### src/rtl/ram_tx_serializer.sv
// Streams a block of bytes from the TX buffer RAM onto an async serial line.
// Frame: start bit (0), DATA_WIDTH bits LSB first, stop bit (1).
module ram_tx_serializer #(
    parameter int DATA_WIDTH   = 8,
    parameter int ADDR_WIDTH   = 2,
    parameter int CLKS_PER_BIT = 16
) (
    input  logic                  clk,
    input  logic                  rst,
    input  logic                  start,
    input  logic [ADDR_WIDTH:0]   length,
    output logic [ADDR_WIDTH-1:0] ram_addr,
    input  logic [DATA_WIDTH-1:0] ram_q,
    output logic                  tx,
    output logic                  busy,
    output logic                  done
);

    localparam int CW = (CLKS_PER_BIT > 1) ? $clog2(CLKS_PER_BIT) : 1;
    localparam int BW = (DATA_WIDTH > 1) ? $clog2(DATA_WIDTH) : 1;

    localparam logic [CW-1:0]       CLK_LAST = CW'(CLKS_PER_BIT - 1);
    localparam logic [BW-1:0]       BIT_LAST = BW'(DATA_WIDTH - 1);
    localparam logic [ADDR_WIDTH:0] DEPTH    = {1'b1, {ADDR_WIDTH{1'b0}}};

    localparam logic [2:0] S_IDLE  = 3'd0;
    localparam logic [2:0] S_FETCH = 3'd1;
    localparam logic [2:0] S_LOAD  = 3'd2;
    localparam logic [2:0] S_START = 3'd3;
    localparam logic [2:0] S_DATA  = 3'd4;
    localparam logic [2:0] S_STOP  = 3'd5;
    localparam logic [2:0] S_DONE  = 3'd6;

    logic [2:0]            state_q, state_d;
    logic [ADDR_WIDTH:0]   len_q, len_d;
    logic [ADDR_WIDTH:0]   cnt_q, cnt_d;
    logic [ADDR_WIDTH-1:0] addr_q, addr_d;
    logic [DATA_WIDTH-1:0] shift_q, shift_d;
    logic [CW-1:0]         clk_q, clk_d;
    logic [BW-1:0]         bit_q, bit_d;
    logic                  tx_q, tx_d;
    logic                  busy_q, busy_d;
    logic                  done_q, done_d;

    logic [ADDR_WIDTH:0]   len_sat;
    logic [ADDR_WIDTH:0]   cnt_inc;
    logic                  clk_last;

    assign len_sat  = (length > DEPTH) ? DEPTH : length;
    assign cnt_inc  = cnt_q + 1'b1;
    assign clk_last = (clk_q == CLK_LAST);

    always_comb begin
        state_d = state_q;
        len_d   = len_q;
        cnt_d   = cnt_q;
        addr_d  = addr_q;
        shift_d = shift_q;
        clk_d   = clk_q;
        bit_d   = bit_q;
        tx_d    = tx_q;
        busy_d  = busy_q;
        done_d  = 1'b0;
        case (state_q)
            // DONE also accepts start so a new transfer can begin right after the pulse
            S_IDLE, S_DONE: begin
                tx_d    = 1'b1;
                busy_d  = 1'b0;
                state_d = S_IDLE;
                if (start) begin
                    len_d = len_sat;
                    cnt_d = '0;
                    clk_d = '0;
                    bit_d = '0;
                    if (len_sat == '0) begin
                        done_d  = 1'b1;
                        state_d = S_DONE;
                    end else begin
                        addr_d  = '0;
                        busy_d  = 1'b1;
                        state_d = S_FETCH;
                    end
                end
            end
            S_FETCH: state_d = S_LOAD;
            S_LOAD: begin
                shift_d = ram_q;
                tx_d    = 1'b0;
                clk_d   = '0;
                state_d = S_START;
            end
            S_START: begin
                if (clk_last) begin
                    clk_d   = '0;
                    bit_d   = '0;
                    tx_d    = shift_q[0];
                    state_d = S_DATA;
                end else begin
                    clk_d = clk_q + 1'b1;
                end
            end
            S_DATA: begin
                if (clk_last) begin
                    clk_d = '0;
                    if (bit_q == BIT_LAST) begin
                        tx_d    = 1'b1;
                        state_d = S_STOP;
                    end else begin
                        shift_d = shift_q >> 1;
                        tx_d    = shift_q[1];
                        bit_d   = bit_q + 1'b1;
                    end
                end else begin
                    clk_d = clk_q + 1'b1;
                end
            end
            S_STOP: begin
                if (clk_last) begin
                    clk_d = '0;
                    cnt_d = cnt_inc;
                    if (cnt_inc < len_q) begin
                        addr_d  = addr_q + 1'b1;
                        state_d = S_FETCH;
                    end else begin
                        done_d  = 1'b1;
                        busy_d  = 1'b0;
                        state_d = S_DONE;
                    end
                end else begin
                    clk_d = clk_q + 1'b1;
                end
            end
            default: state_d = S_IDLE;
        endcase
    end

    always_ff @(posedge clk or posedge rst) begin
        if (rst) begin
            state_q <= S_IDLE;
            len_q   <= '0;
            cnt_q   <= '0;
            addr_q  <= '0;
            shift_q <= '0;
            clk_q   <= '0;
            bit_q   <= '0;
            tx_q    <= 1'b1;
            busy_q  <= 1'b0;
            done_q  <= 1'b0;
        end else begin
            state_q <= state_d;
            len_q   <= len_d;
            cnt_q   <= cnt_d;
            addr_q  <= addr_d;
            shift_q <= shift_d;
            clk_q   <= clk_d;
            bit_q   <= bit_d;
            tx_q    <= tx_d;
            busy_q  <= busy_d;
            done_q  <= done_d;
        end
    end

    assign ram_addr = addr_q;
    assign tx       = tx_q;
    assign busy     = busy_q;
    assign done     = done_q;

endmodule

### config.mk
export PLATFORM = sky130hd
export DESIGN_NAME = ram_tx_serializer
export DESIGN_NICKNAME = d
export VERILOG_FILES = /design/src/rtl/ram_tx_serializer.sv
export SDC_FILE = /design/constraint.sdc
export NUM_CORES = 1
export LEC_CHECK = 0
export CAP_MARGIN = 40
export CELL_PAD_IN_SITES_DETAIL_PLACEMENT = 0
export CELL_PAD_IN_SITES_GLOBAL_PLACEMENT = 2
export CORE_ASPECT_RATIO = 1.1
export CORE_MARGIN = 5
export CORE_UTILIZATION = 31
export CTS_CLUSTER_DIAMETER = 100
export DETAILED_ROUTE_END_ITERATION = 10
export HOLD_SLACK_MARGIN = 0.05
export PLACE_DENSITY_LB_ADDON = 0.1
export SLEW_MARGIN = 20
export SYNTH_ARGS = -nofsm -noshare
export SYNTH_HDL_FRONTEND = slang
export SYNTH_SLANG_ARGS = --single-unit
export TNS_END_PERCENT = 10
### constraint.sdc
create_clock -name clk -period 1.66 [get_ports clk]
set_input_delay 0.332 -clock clk [delete_from_list [all_inputs] [get_ports clk]]
set_output_delay 0.332 -clock clk [all_outputs]
set_load 0.01 [all_outputs]
==> metrics.txt, run 1 <==
status complete, but fails checks; violated checks setup timing; Post-Syn Nets roughly 190; Final ANT Viol Nets 0; clk root buf clkbuf_8; # fillers around 500; Synth Instances about 170; prevailing post-synth register cell dfrtp_1; Initial Util between 30% and 40%; H-Tree Depth 2; Rows 27; Final setup viols 7; Synth Register Bits 29; nets@finish 240; final worst slack -0.186 ns; Synth area leader dfrtp_1; FMAX about 540 MHz; Synth top area share a little over two fifths; setup TNS -0.780 ns; vias in the first global route about 1500; CP Data Required Time approximately 1.8 ns; Synth area leaders dfrtp_1 43%, nand2_1 5.3%, ha_1 4.6%; Synth Cell Area approximately 1600 um^2; placed cells between 200 and 300; # Max-Cap Violations 0; FF-to-FF End ram_addr[1]; Vias/cell ~5; crit path from cnt_q[1]; Avg Inst Size Synth 9.81 um^2; first-pass GRT wire length a little under 7000 um; Slew Limit Fails 0; Peak supply drop between 0.5 and 0.6 mV; DP Wirelength 2990 um; Total GRT Usage 13.0%; Power per Cell Area around 1500 nW/um^2; Compound-Gate Fraction of Synth Area roughly a fifth; IO Pins 19; Ys Warns 0; GR Overflow Total 0; Seq/Total Area, Yosys 44.6%; Die X slightly below 80 um; RSZ-0062 raised after global routing true; hold_ws 0.383 ns; die area 6810 um^2; Synth Area in Adders roughly 5.2%; core area roughly 5100 um^2; total clock sinks 29; initial antenna violation count 0; final critical-path required period ~1.8 ns; Ant. Diodes 0; CTS buffer count 5; RePlAce Congestion 0.874; starting DRC count in detailed routing 81; IO Port Bufs 18; Die Y 86.0 um; share of cells above drive strength 1 between 20 and 30%; CTS tree done; WL/cell 14.1 um; Crit path arrival time 2.03 ns; Levels on crit path 7; R2R depth 7; leakage power of the design around 1.0 nW; Worst-path clk slew ~0.070 ns; most common cell in the synthesized netlist dfrtp_1; CP delay by family, top compound AO/OA/AOI/OAI gates; clock skew about 0.0065 ns; mux contribution to synthesized area just over 7%; vias ~1400; Post-CTS Setup Bufs 0; Simple-Gate Fraction of Synth Area between 10% and 20%; clock buffer depth 2; Post-synth EDFFs 0; Setup CP Type reg -> reg; Slowest-stage cell, CP dfrtp_1; Post-Layout Cell Count ~280; FF-to-FF Start cnt_q[1]; Setup crit start kind flop; Rel. slew slack about three quarters; Skew-Pair Late Insertion Delay ~0.28 ns; reg-to-reg slack, setup -0.19 ns; Post-Route WL between 3000 and 4000 um; Synth Area in XOR/XNOR approximately 2.1%; Buf/Inv on CP 0; Final Power between 3 and 4 mW; cells along the critical path ha_2 > xor2_1 > ha_1 > a21oi_2 > o21a_1 > o211ai_1 > o311ai_1; synthesis-to-layout area growth 38.6%; largest net degree at the start of global routing 30; top cells by count, synth 28 x dfrtp_1, 23 x nand2_1, 10 x a21oi_1, 10 x o21ai_0, 9 x o21ai_1; Post-synth ARST share 100%; Final Cell Area 2260 um^2; Critical Path Max Stage Delay 0.39 ns; Worst-Margin Slew about 0.35 ns; Final period util 111%; HP Class in -> async; drt first pass iters 4; count of final hold-check violations 0; DRC Markers 0; placed cell area about 2100 um^2; Critical Path End Type flop; Synth cell types 44; crit path max fanout 2; largest family of logic cells by synthesized area compound AO/OA/AOI/OAI gates
power by group:
part	switching, mW	total, mW	internal [mW]	leakage, nW
Combinational	0.778	1.58	0.804	0.614
Clock	0.272	0.646	0.374	0.0542
Sequential	0.209	1.16	0.950	0.376
cells by family after synthesis:
group           Yosys count
simple gates             54
compound gates           49
flops                    29
buf+inv                  13
mux                      11
fa+ha+maj                 7
xor+xnor                  3
layout make-up:
class	count	area, um^2	share of cell area [%]
tap	58	72.6	3.22
multi-input combinational	124	876	38.8
sequential	29	727	32.2
clock inverter	1	5.00	0.222
timing repair buffer	53	454	20.1
inverter	7	26.3	1.16
clock buffer	7	96.3	4.27
placed cells by master (no fill, tap or decap), types with 4 or more instances in the layout:
master and instances:
a21oi_1 9, a22o_1 4, buf_4 34, clkbuf_8 7, clkdlybuf4s50_1 17, dfrtp_1 28
ha_1 5, inv_1 7, mux2i_1 7, nand2_1 22, nor2_1 8, o21ai_0 9
o21ai_1 9
repair_timing:
action	CTS	global route
gates resized for setup	6	2
setup endpoints to repair	10	21
pin swaps	3	2
hold buffers	0	0
stage by stage:
| step | util (%) | setup slack, ns |
|---|---|---|
| 2_1_floorplan | - | -0.0718 |
| 3_3_place_gp | 42.1 | -0.171 |
| 3_5_place_dp | 42.1 | -0.244 |
| 4_1_cts | 44.4 | -0.206 |
| 5_1_grt | 44.5 | -0.281 |
| 6_report | 44.5 | -0.186 |
how the worst max path moves through the flow:
stage                             end  slack, ns
after floorplan                  busy      -0.07
after global placement    ram_addr[0]      -0.17
after detailed placement  ram_addr[0]      -0.24
after CTS                 ram_addr[1]      -0.21
after global routing      ram_addr[1]      -0.28
final                     ram_addr[1]      -0.19
layer usage:
| layer | part of all wire, % | up-vias | track usage (%) |
|---|---|---|---|
| met4 | 1.7 | 0 | 5.31 |
| li1 | - | 712 | - |
| met2 | 51 | 14 | 22.7 |
| met3 | 2.7 | 4 | 3.57 |
| met5 | 0 | - | 0 |
| met1 | 44 | 659 | 15.0 |
worst min-delay path: cells and delay by family:
| kind | cells | cell delay (ns) |
|---|---|---|
| buffers and inverters | 3 | 0.68 |
flip-flops by register name, indices dropped and copies added (netlist names), 2 cells and up:
signal / cells
len_q: 3
state_q: 3
clk_q: 4
bit_q: 3
shift_q: 8
cnt_q: 3
ram_addr: 2
(Power assumes the default switching activity.)
==> run 2: changes to the inputs <==
--- a/config.mk
+++ b/config.mk
@@ -6,7 +6,7 @@
 export NUM_CORES = 1
 export LEC_CHECK = 0
 export CAP_MARGIN = 40
-export CELL_PAD_IN_SITES_DETAIL_PLACEMENT = 0
+export CELL_PAD_IN_SITES_DETAIL_PLACEMENT = 1
 export CELL_PAD_IN_SITES_GLOBAL_PLACEMENT = 2
 export CORE_ASPECT_RATIO = 1.1
 export CORE_MARGIN = 5
==> run 2 against run 1 <==
The run still ends with setup timing left. Die area stayed put. Register-to-register slack worse by 0.03 ns. Sequential power hardly changed. Flip-flop and latch count stayed put. First-iteration DRC count is 54% lower. Critical path depth is 1 higher. Worst hold slack better by 0.0053 ns. Non-clock buffer count is 4 higher. Final cell count is 1.4% higher. Utilization is 0.69 points higher. Critical path type unchanged. Largest power group unchanged.
==> metrics.txt, run 2 (synthesis results as in run 1) <==
Total GRT Usage 15.0% (+2.0 points); final worst slack -0.214 ns (-0.0280 ns); Ant. Diodes 0 (unchanged); Final ANT Viol Nets 0 (unchanged); die area 6810 um^2 (unchanged); IO Port Bufs 18 (unchanged); initial antenna violation count 0 (unchanged); Rows 27 (unchanged); Skew-Pair Late Insertion Delay 0.28 ns (about the same); crit path to ram_addr[0]; Rel. slew slack 73.9% (-2.3 points); Die Y 86.0 um (unchanged); # Max-Cap Violations 0 (unchanged); RSZ-0062 raised after global routing true; IO Pins 19 (unchanged); R2R depth 8 (+1); count of final hold-check violations 0 (unchanged); Final Power 3.48 mW (+2.8%); setup TNS -0.993 ns (-0.213 ns); leading cell types in the layout, fill and taps excluded 38 x buf_4, 28 x dfrtp_1, 21 x nand2_1; GR Overflow Total 0 (unchanged); Peak supply drop 0.508 mV (+0.54%); nets@finish 244 (+1.7%); drt first pass iters 4 (unchanged); reg-to-reg slack, setup -0.21 ns (-0.03 ns); CTS buffer count 5 (unchanged); RePlAce Congestion 0.874 (unchanged); FF-to-FF Start cnt_q[1]; Final setup viols 7 (unchanged); Initial Util 32.1% (unchanged); Post-Route WL 4440 um (+13%); Power per Cell Area 1520 nW/um^2 (+1.2%); final critical-path required period 1.87 ns (+0.0280 ns); share of cells above drive strength 1 28.9% (+1.7 points); Worst-Margin Slew 0.388 ns (+0.0346 ns); Final period util 113% (+1.7 points); clk root buf clkbuf_8; Vias/cell 5.14 (+3.3%); HP Class in -> async; # fillers 587 (+16%); Slew Limit Fails 0 (unchanged); total clock sinks 29 (unchanged); vias in the first global route 1656 (+14%); Setup CP Type reg -> reg; clock skew 0.00597 ns (-0.000562 ns); FF-to-FF End ram_addr[0]; first-pass GRT wire length 7850 um (+15%); H-Tree Depth 2 (unchanged); max FFs per register 8 (unchanged); DP Wirelength 3440 um (+15%); Die X 79.1 um (unchanged); biggest regs shift_q x8, clk_q x4; CP Data Required Time 1.82 ns (-0.02 ns); crit path max fanout 6 (+4); Setup WS pre-CTS -0.267 ns (-0.0222 ns); violated checks setup timing; Largest Register shift_q; clock buffer depth 2 (unchanged); core area 5070 um^2 (unchanged); crit path from cnt_q[1]; FMAX 533 MHz (-1.5%); starting DRC count in detailed routing 37 (-54%); Critical Path End Type flop; largest net degree at the start of global routing 30 (unchanged); CTS tree done; vias 1455 (+4.8%); Worst-path clk slew 0.06 ns (about the same); Crit path arrival time 2.03 ns (about the same); Setup crit start kind flop; synthesis-to-layout area growth 40.7%; DRC Markers 0 (unchanged); WL/cell 15.7 um (+11%); status complete, but fails checks; leakage power of the design 1.07 nW (+2.2%); commonest non-fill, non-tap cell in the layout buf_4
## run 2: changes by cell type in the layout (fill, tap and decap cells not counted)
cell and delta:
nor3_4 +1, and3_1 -1, nand2_1 -1, nand2_2 +1
buf_4 +4, and3_2 +1, nand3_2 -1, nor3_2 -1
nand3_1 +1
## run 2: layout make-up
class                           instances  area, um^2  area share, %
Multi-Input combinational cell        124         881           38.4
Sequential cell                        29         727           31.7
Timing Repair Buffer                   57         484           21.1
Tap cell                               58        72.6           3.17
Inverter                                7        26.3           1.15
Clock inverter                          1        5.00          0.218
Clock buffer                            7        96.3           4.20
## run 2: worst min-delay path by stage
| stage | start | endpoint | cells after the start | slack (ns) |
|---|---|---|---|---|
| after detailed placement | shift_q[3] | shift_q[3] | 2 | 0.49 |
| after floorplan | rst | bit_q[0] | 1 | 0.41 |
| after CTS | rst | shift_q[5] | 3 | 0.38 |
| final | rst | ram_addr[0] | 3 | 0.39 |
| after global routing | rst | shift_q[5] | 3 | 0.42 |
| after global placement | shift_q[5] | shift_q[5] | 2 | 0.47 |
## run 2: critical path, stage by stage (launching register included)
cell	delay [ns]
dfrtp_1	0.39
ha_2	0.19
xor2_1	0.14
ha_1	0.31
a21oi_2	0.17
buf_4	0.14
o21ai_4	0.08
a211oi_2	0.21
o22ai_1	0.11
## run 2: timing repair
item	CTS	global route
buffers inserted	0	4
hold buffers	0	0
pin swaps	4	8
setup endpoints to repair	11	18
resized for setup	7	3
## run 2: stage by stage
step	instances	instance area, um^2	hold WS [ns]	util (%)
2_1_floorplan	166	1640	0.409	-
5_1_grt	283	2290	0.416	45.2
3_5_place_dp	271	2130	0.488	42.1
4_1_cts	279	2250	0.381	44.5
3_3_place_gp	271	2130	0.469	42.1
6_report	283	2290	0.388	45.2
## run 2: metal layers
metal | wire length, um | GRT usage [%] | share of wire, %
met1 | 1850 | 16.3 | 42
met2 | 2350 | 26.9 | 53
met3 | 121 | 3.68 | 2.7
met4 | 110 | 7.81 | 2.5
met5 | 0 | 0 | 0
## run 2: where the power goes
group | leakage [nW] | internal, mW | switching [mW]
clock network | 0.0542 | 0.374 | 0.278
registers | 0.376 | 0.950 | 0.218
logic | 0.637 | 0.844 | 0.818
total | 1.07 | 2.17 | 1.31
